`src/rtl/irq_latch8_pkg.sv`:
```
// irq_latch8_pkg
//   Shared constants and helpers for the irq_latch8 request stage that
//   feeds the hc148 8-to-3 priority encoder.
//   NUM_IRQ  : number of interrupt lines
//   CODE_W   : width of the encoder's active-low output code
//   MASK_RST : mask value after reset (everything masked)
//   code_to_idx : converts the encoder's active-low code into a line index
package irq_latch8_pkg;

  localparam int NUM_IRQ = 8;
  localparam int CODE_W  = 3;

  localparam logic [NUM_IRQ-1:0] MASK_RST = 8'hFF;

  // hc148 drives the inverted index of the winning line on out_N.
  function automatic logic [CODE_W-1:0] code_to_idx(input logic [CODE_W-1:0] code_N);
    return ~code_N;
  endfunction

endpackage

```
`src/rtl/sync_fall.sv`:
```
// sync_fall
//   Synchronizes one asynchronous active-low request line and flags its
//   falling edge for exactly one cycle.
//   Parameters : SYNC_STAGES - synchronizer depth (2 or 3)
//   Ports      : clk   - clock
//                rst_N - synchronous active-low reset
//                d_N   - raw asynchronous active-low request
//                fall  - one-cycle pulse on a synchronized 1->0 transition
module sync_fall #(
  parameter int SYNC_STAGES = 2
) (
  input  logic clk,
  input  logic rst_N,
  input  logic d_N,
  output logic fall
);

  logic [SYNC_STAGES-1:0] sync;
  logic                   prev;

  // All flops reset to the idle (high) level so that a line that is idle
  // when reset is released can never look like a falling edge.
  always_ff @(posedge clk) begin
    if (!rst_N) begin
      sync <= '1;
      prev <= 1'b1;
    end else begin
      sync <= {sync[SYNC_STAGES-2:0], d_N};
      prev <= sync[SYNC_STAGES-1];
    end
  end

  assign fall = prev & ~sync[SYNC_STAGES-1];

endmodule

```
`src/rtl/irq_latch8.sv`:
```
// irq_latch8
//   Request stage in front of an hc148 priority encoder. Captures falling
//   edges of eight active-low interrupt lines into a pending register,
//   hides masked lines from the encoder, clears the serviced line on
//   acknowledge and blanks the encoder for HOLD cycles afterwards.
//   Parameters : SYNC_STAGES - synchronizer depth per line (2 or 3)
//                HOLD        - EI_N blanking cycles after an ack (0 = none)
//   Ports      : clk        - clock
//                rst_N      - synchronous active-low reset
//                irq_N      - raw active-low requests, bit 7 highest priority
//                en         - global enable
//                mask_we    - mask write strobe
//                mask_d     - new mask value, 1 = masked
//                ack        - one-cycle acknowledge pulse
//                ack_code_N - hc148 out_N code of the line being acknowledged
//                in_N       - to hc148 in_N, ~(pend & ~mask)
//                EI_N       - to hc148 EI_N, registered
//                pend       - pending register status
module irq_latch8
  import irq_latch8_pkg::*;
#(
  parameter int SYNC_STAGES = 2,
  parameter int HOLD        = 2
) (
  input  logic               clk,
  input  logic               rst_N,
  input  logic [NUM_IRQ-1:0] irq_N,
  input  logic               en,
  input  logic               mask_we,
  input  logic [NUM_IRQ-1:0] mask_d,
  input  logic               ack,
  input  logic [CODE_W-1:0]  ack_code_N,
  output logic [NUM_IRQ-1:0] in_N,
  output logic               EI_N,
  output logic [NUM_IRQ-1:0] pend
);

  localparam int HOLD_W = (HOLD > 0) ? $clog2(HOLD + 1) : 1;
  localparam logic [HOLD_W-1:0] HOLD_LD = HOLD_W'(HOLD);

  logic [NUM_IRQ-1:0] fall;
  logic [NUM_IRQ-1:0] clr;
  logic [NUM_IRQ-1:0] mask;
  logic [HOLD_W-1:0]  hold_cnt;
  logic [HOLD_W-1:0]  hold_nxt;

  for (genvar i = 0; i < NUM_IRQ; i++) begin : g_line
    sync_fall #(
      .SYNC_STAGES(SYNC_STAGES)
    ) u_sync_fall (
      .clk  (clk),
      .rst_N(rst_N),
      .d_N  (irq_N[i]),
      .fall (fall[i])
    );
  end

  // An acknowledge targets exactly one line, decoded from the encoder code.
  always_comb begin
    clr = '0;
    if (ack) begin
      clr[code_to_idx(ack_code_N)] = 1'b1;
    end
  end

  // An ack reloads the counter even if a hold is already running.
  always_comb begin
    hold_nxt = hold_cnt;
    if (ack) begin
      hold_nxt = HOLD_LD;
    end else if (hold_cnt != '0) begin
      hold_nxt = hold_cnt - HOLD_W'(1);
    end
  end

  // EI_N is computed from the next counter value so that the encoder is
  // blanked starting on the very edge that samples the ack, and released
  // on the edge where the counter reaches zero.
  // Set is ORed after the clear term, so a new edge wins over an ack.
  always_ff @(posedge clk) begin
    if (!rst_N) begin
      pend     <= '0;
      mask     <= MASK_RST;
      hold_cnt <= '0;
      EI_N     <= 1'b1;
    end else begin
      pend     <= fall | (pend & ~clr);
      if (mask_we) begin
        mask <= mask_d;
      end
      hold_cnt <= hold_nxt;
      EI_N     <= ~en | (hold_nxt != '0);
    end
  end

  assign in_N = ~(pend & ~mask);

endmodule

```
`config.mk`:
```
export PLATFORM = sky130hd
export DESIGN_NAME = irq_latch8
export DESIGN_NICKNAME = d
export VERILOG_FILES = /design/src/rtl/irq_latch8_pkg.sv /design/src/rtl/sync_fall.sv /design/src/rtl/irq_latch8.sv
export SDC_FILE = /design/constraint.sdc
export NUM_CORES = 1
export LEC_CHECK = 0
export CAP_MARGIN = 20
export CORE_UTILIZATION = 46
export CTS_CLUSTER_SIZE = 12
export DETAILED_ROUTE_END_ITERATION = 6
export GPL_TIMING_DRIVEN = 0
export HOLD_SLACK_MARGIN = 0.03
export PLACE_DENSITY_LB_ADDON = 0.05
export SETUP_SLACK_MARGIN = 0.15
export SYNTH_ARGS = -nofsm -noshare
export SYNTH_HDL_FRONTEND = slang
export SYNTH_HIERARCHICAL = 1
export SYNTH_SLANG_ARGS = --single-unit
```
`constraint.sdc`:
```
create_clock -name clk -period 0.95 [get_ports clk]
set_input_delay 0.1425 -clock clk [delete_from_list [all_inputs] [get_ports clk]]
set_output_delay 0.1425 -clock clk [all_outputs]
set_load 0.03 [all_outputs]
```
Yosys cells after proc, flatten, opt, wreduce, memory -nomap -nowiden --
Cells that the tools add are included.
Storage, ports and cells: bits in read-only memories 0, bits in latches 0, bits of input ports 24, flip-flop bits (word level) 43, logic and storage cells 56, output and inout bits 17, memory bits (writable) 0, memories kept 0
Operators by class: bitwise operators 25, $lt $le $gt $ge 2, shift operators 0, $mul 0, equal/unequal tests 0, add/sub/neg operators 1, mux-type cells 5, divide/modulo/power cells 0, reduce and logical (&&, ||, !) cells 3
Operators by type and width (count):
- 8-bit inverter | 3
- 8-bit AND | 2
- 1-bit inverter | 9
- 1-bit AND | 8
- 8-bit 2-to-1 mux | 1
- 8-bit bitwise OR | 1
- 3-bit by 4-bit less-than comparator with 1-bit output, second input constant | 1
- 2-bit 2-to-1 mux | 2
- 2-bit nonzero test | 2
- 1-bit demux with 3-bit select | 1
- 3-bit by 1-bit >= comparator with 1-bit output, second input constant | 1
- 3-bit inverter | 1
- 2-bit by 1-bit subtractor with 2-bit output, second input constant | 1
- 1-bit logical AND | 1
- 1-bit 2-to-1 mux | 1
- 1-bit bitwise OR | 1

Longest topological paths before layout --
depth after elaboration 9, mapped depth 4, depth with buffers taken out 3

Cells and area by module --
Netlist, hierarchy kept.
By module, submodules not included:
- irq_latch8 | area each 815.8 um^2, cells each 82, seq. area each 380.4 um^2, instances 1
- sync_fall | area each 85.1 um^2, cells each 7, seq. area each 60.1 um^2, instances 8

Worst setup path before layout --
OpenSTA, ideal clock, no wires.
kind reg-to-output, start point register pend[0], end point output in_N[0], buffers on the path 0, cell stages (with the launch flop) 2, setup slack 0.046 ns, arrival 0.761 ns, cell sequence dfxtp_1 -> nand2b_1
Between the ends: longest elaborated chain between the ends 2
RTL lines:
- from (decl) | RTL line irq_latch8.sv:35 | output logic [NUM_IRQ-1:0] pend
- from (signal assigned) | RTL line irq_latch8.sv:87 | pend <= fall | (pend & ~clr);
- 8-bit AND | RTL line irq_latch8.sv:96 | assign in_N = ~(pend & ~mask);
- 8-bit inverter | RTL line irq_latch8.sv:96
- to (decl) | RTL line irq_latch8.sv:33 | output logic [NUM_IRQ-1:0] in_N,
No other way between the ends.

Final worst setup path --
start point register mask[4], end point output in_N[4]
Between the ends: longest elaborated chain between the ends 3
RTL lines:
- from (decl) | RTL line irq_latch8.sv:43 | logic [NUM_IRQ-1:0] mask;
- from (signal assigned) | RTL line irq_latch8.sv:89 | mask <= mask_d;
- 8-bit inverter | RTL line irq_latch8.sv:96
- 8-bit AND | RTL line irq_latch8.sv:96
- 8-bit inverter | RTL line irq_latch8.sv:96
No other way between the ends.

==> flow_summary.toml <==
[run_status]
status = "complete, but fails checks"
violations = "setup timing"

[floorplanning]
rows = 20
die_h_um = 59.0
ioPinCount = 41
die-area_sq_mm = 0.00349
core_sq_mm = 0.00308
fp.dieW_um = 59.0
start_util = 0.486

[logic_synthesis]
syn_nets = 162
syn_avg_cell_area_sq_um = 10.8
synth.top_cells.by_area = "dfxtp_1, nand2b_1, mux2i_1, nor2b_1, o21ai_0"
ys_ff_latch = 43
synth_warnings = 6
synth_top_cell_area_share = 0.575
ys.flop_type = "dfxtp_1"
syn_area_sq_mm = 0.00150
netlist_instances = 138
synth_edf_count = 0
synth_cell_types = 19
yosysTopAreaCell = "dfxtp_1"
synthArstFlopShare = 0
ys_seq_area_frac = 0.575

[sta]
slew_violations = 0
finalHoldViolCount = 0
fin_ws_ns = -0.137
worst_pin_slew_ns = 0.259
slew_headroom = 0.827
finalCritPeriodShare = 1.14
timing.fmax_mhz = 920
layout_min_cycle_time_ns = 1.09
skew_ns = 0.00292
setup_viol = 16
rsz0062_at_grt = "yes"

[detailed_routing]
wl_per_cell_um = 11.4
vias_per_cell = 4.63
num_vias = 1070
drc = 0
firstDrtPassIters = 4
initialDrtViolationCount = 29
wirelength_um = 2630
ant_nets = 0

[worst_setup_path]
cp_cell_sequence = "nand2b_4, buf_6"
rr_startpoint = "g_line[0].u_sync_fall/prev"
worst_ep_arrival_time_ns = 0.94
critPathMaxStageDelay_ns = 0.34
startpoint_type = "flip-flop"
cp_max_fo = 2
cp-end-kind = "primary output"
cpMaxStageDelayCell = "dfxtp_2"
rr_worst_depth = 3
startpoint = "mask[4]"
cp.required_ns = 0.81
path_class = "flip-flop to primary output"

[flow_run]
max_cap_viol_count = 0

[cells_and_area]
utilization = 0.711
antenna_cells = 0
area_growth_pct = 46.2
n_fill_cell = 250
fin_cells = 231
fin_nets = 210
drive_gt1_frac = 0.396

[clock_network]
clock_sinks = 43
cts.reportedPaths.clkPinSlew_ns = 0.11
clk_latency_ns = 0.34
htreeDepth = 2
root_buffer = "clkbuf_4"
clk_path_buf_depth = 2
tritoncts = "yes"
cts_buffers = 5

[grt]
grt_pass1_wl_um = 4240
grt_pass1_vias = 1042
antenna_found_initial = 0
grt-ovfl-total = 0
grt_max_degree = 26
grt_use_total = 0.170

[power]
power_leakage_nw = 0.936
total_power_mw = 3.30
peakVddDrop_uv = 957
power.density_mw_per_mm2 = 1510

[place]
gp_congestion = 0.741
detailed_place_hpwl_um = 1850
dp.cells = 221
io_buffers = 39

[hold_path]
hp-class = "primary input to flip-flop"
min_path_cells = 3
holdCritStartpoint = "mask_we"
[metrics by stage]
stage | worst slack, ns | TNS (ns) | hold slack, ns | area (sq um)
CTS | -0.158 | -1.83 | 0.114 | 2140
detailed placement | -0.936 | -30.57 | 0.396 | 1970
floorplan | 0.163 | 0 | 0.216 | 1530
global route | -0.185 | -2.26 | 0.121 | 2190
finish | -0.137 | -1.49 | 0.132 | 2190
global placement | -0.898 | -29.21 | 0.388 | 1970
[metal layers]
layer / share of wire / GRT usage
met3: 0.066 / 0.0699
met4: 0.027 / 0.109
met5: 0 / 0
met2: 0.49 / 0.281
met1: 0.42 / 0.178
[power by group]
part           internal (mW)  switching [mW]
registers               1.88          0.0558
logic                  0.236           0.169
clock network          0.436           0.520
total                   2.55           0.744
[synth_stat cells, drive strengths merged, types with 2 or more instances]
cell type and n:
nand2b 32, nand2 8, nor2b 9, and4bb 3
mux2i 8, o21ai 8, a21oi 6, and4b 3
a41oi 2, buf 4, dfxtp 43, inv 8
[critical path: cells and delay by family, from the launching register on]
kind | cells | cell delay (ns)
buffers and inverters | 1 | 0.13
and+or+nand+nor | 1 | 0.13
DFF | 1 | 0.34
[area by class of cell]
type | count | area [sq um] | share of cell area
Sequential cell | 43 | 907 | 0.415
Inverter | 8 | 30.0 | 0.0137
Multi-Input combinational cell | 83 | 669 | 0.306
Buffer | 4 | 37.5 | 0.0172
Tap cell | 44 | 55.1 | 0.0252
Timing Repair Buffer | 41 | 420 | 0.192
Clock buffer | 8 | 68.8 | 0.0314
[state kept, by name, summed over array words and instances, names as in the netlist]
signal / count
g_line.u_sync_fall/sync: 16
g_line.u_sync_fall/prev: 8
mask: 8
pend: 8
hold_cnt: 2
EI_N: 1
[layout by cell type (no fill, tap or decap), drive strengths merged, types with 2 or more instances in the layout]
| cell | Yosys | final |
|---|---|---|
| inv | 8 | 8 |
| o21ai | 8 | 8 |
| and4b | 3 | 3 |
| a41oi | 2 | 2 |
| and4bb | 3 | 3 |
| buf | 4 | 23 |
| clkdlybuf4s50 | 0 | 17 |
| mux2i | 8 | 8 |
| clkbuf | 0 | 9 |
| nand2 | 8 | 8 |
| nor2b | 9 | 9 |
| nand2b | 32 | 32 |
| dfxtp | 43 | 43 |
| dlygate4sd2 | 0 | 3 |
| a21oi | 6 | 6 |
[cell families after synthesis]
family                 share of synthesized area
and+or+nand+nor                            0.251
DFF                                        0.575
AOI/OAI and AO/OA                         0.0753
buffers and inverters                     0.0451
muxes                                     0.0535
[worst paths after layout]
kind | slack (ns) | endpoint
setup / recovery | -0.14 | in_N[4]
hold / removal | 0.13 | mask[1]
hold reg to reg | 0.42 | g_line[1].u_sync_fall/sync[1]
setup reg to reg | 0.17 | pend[0]
[repair_timing]
item | in CTS | in global routing
setup buffers | 1 | 0
resized for setup | 156 | 21
pin swaps | 1 | 2
hold buffers | 0 | 0
setup endpoints to repair | 60 | 26
cloned | 1 | 0
(Power assumes the default switching activity.)
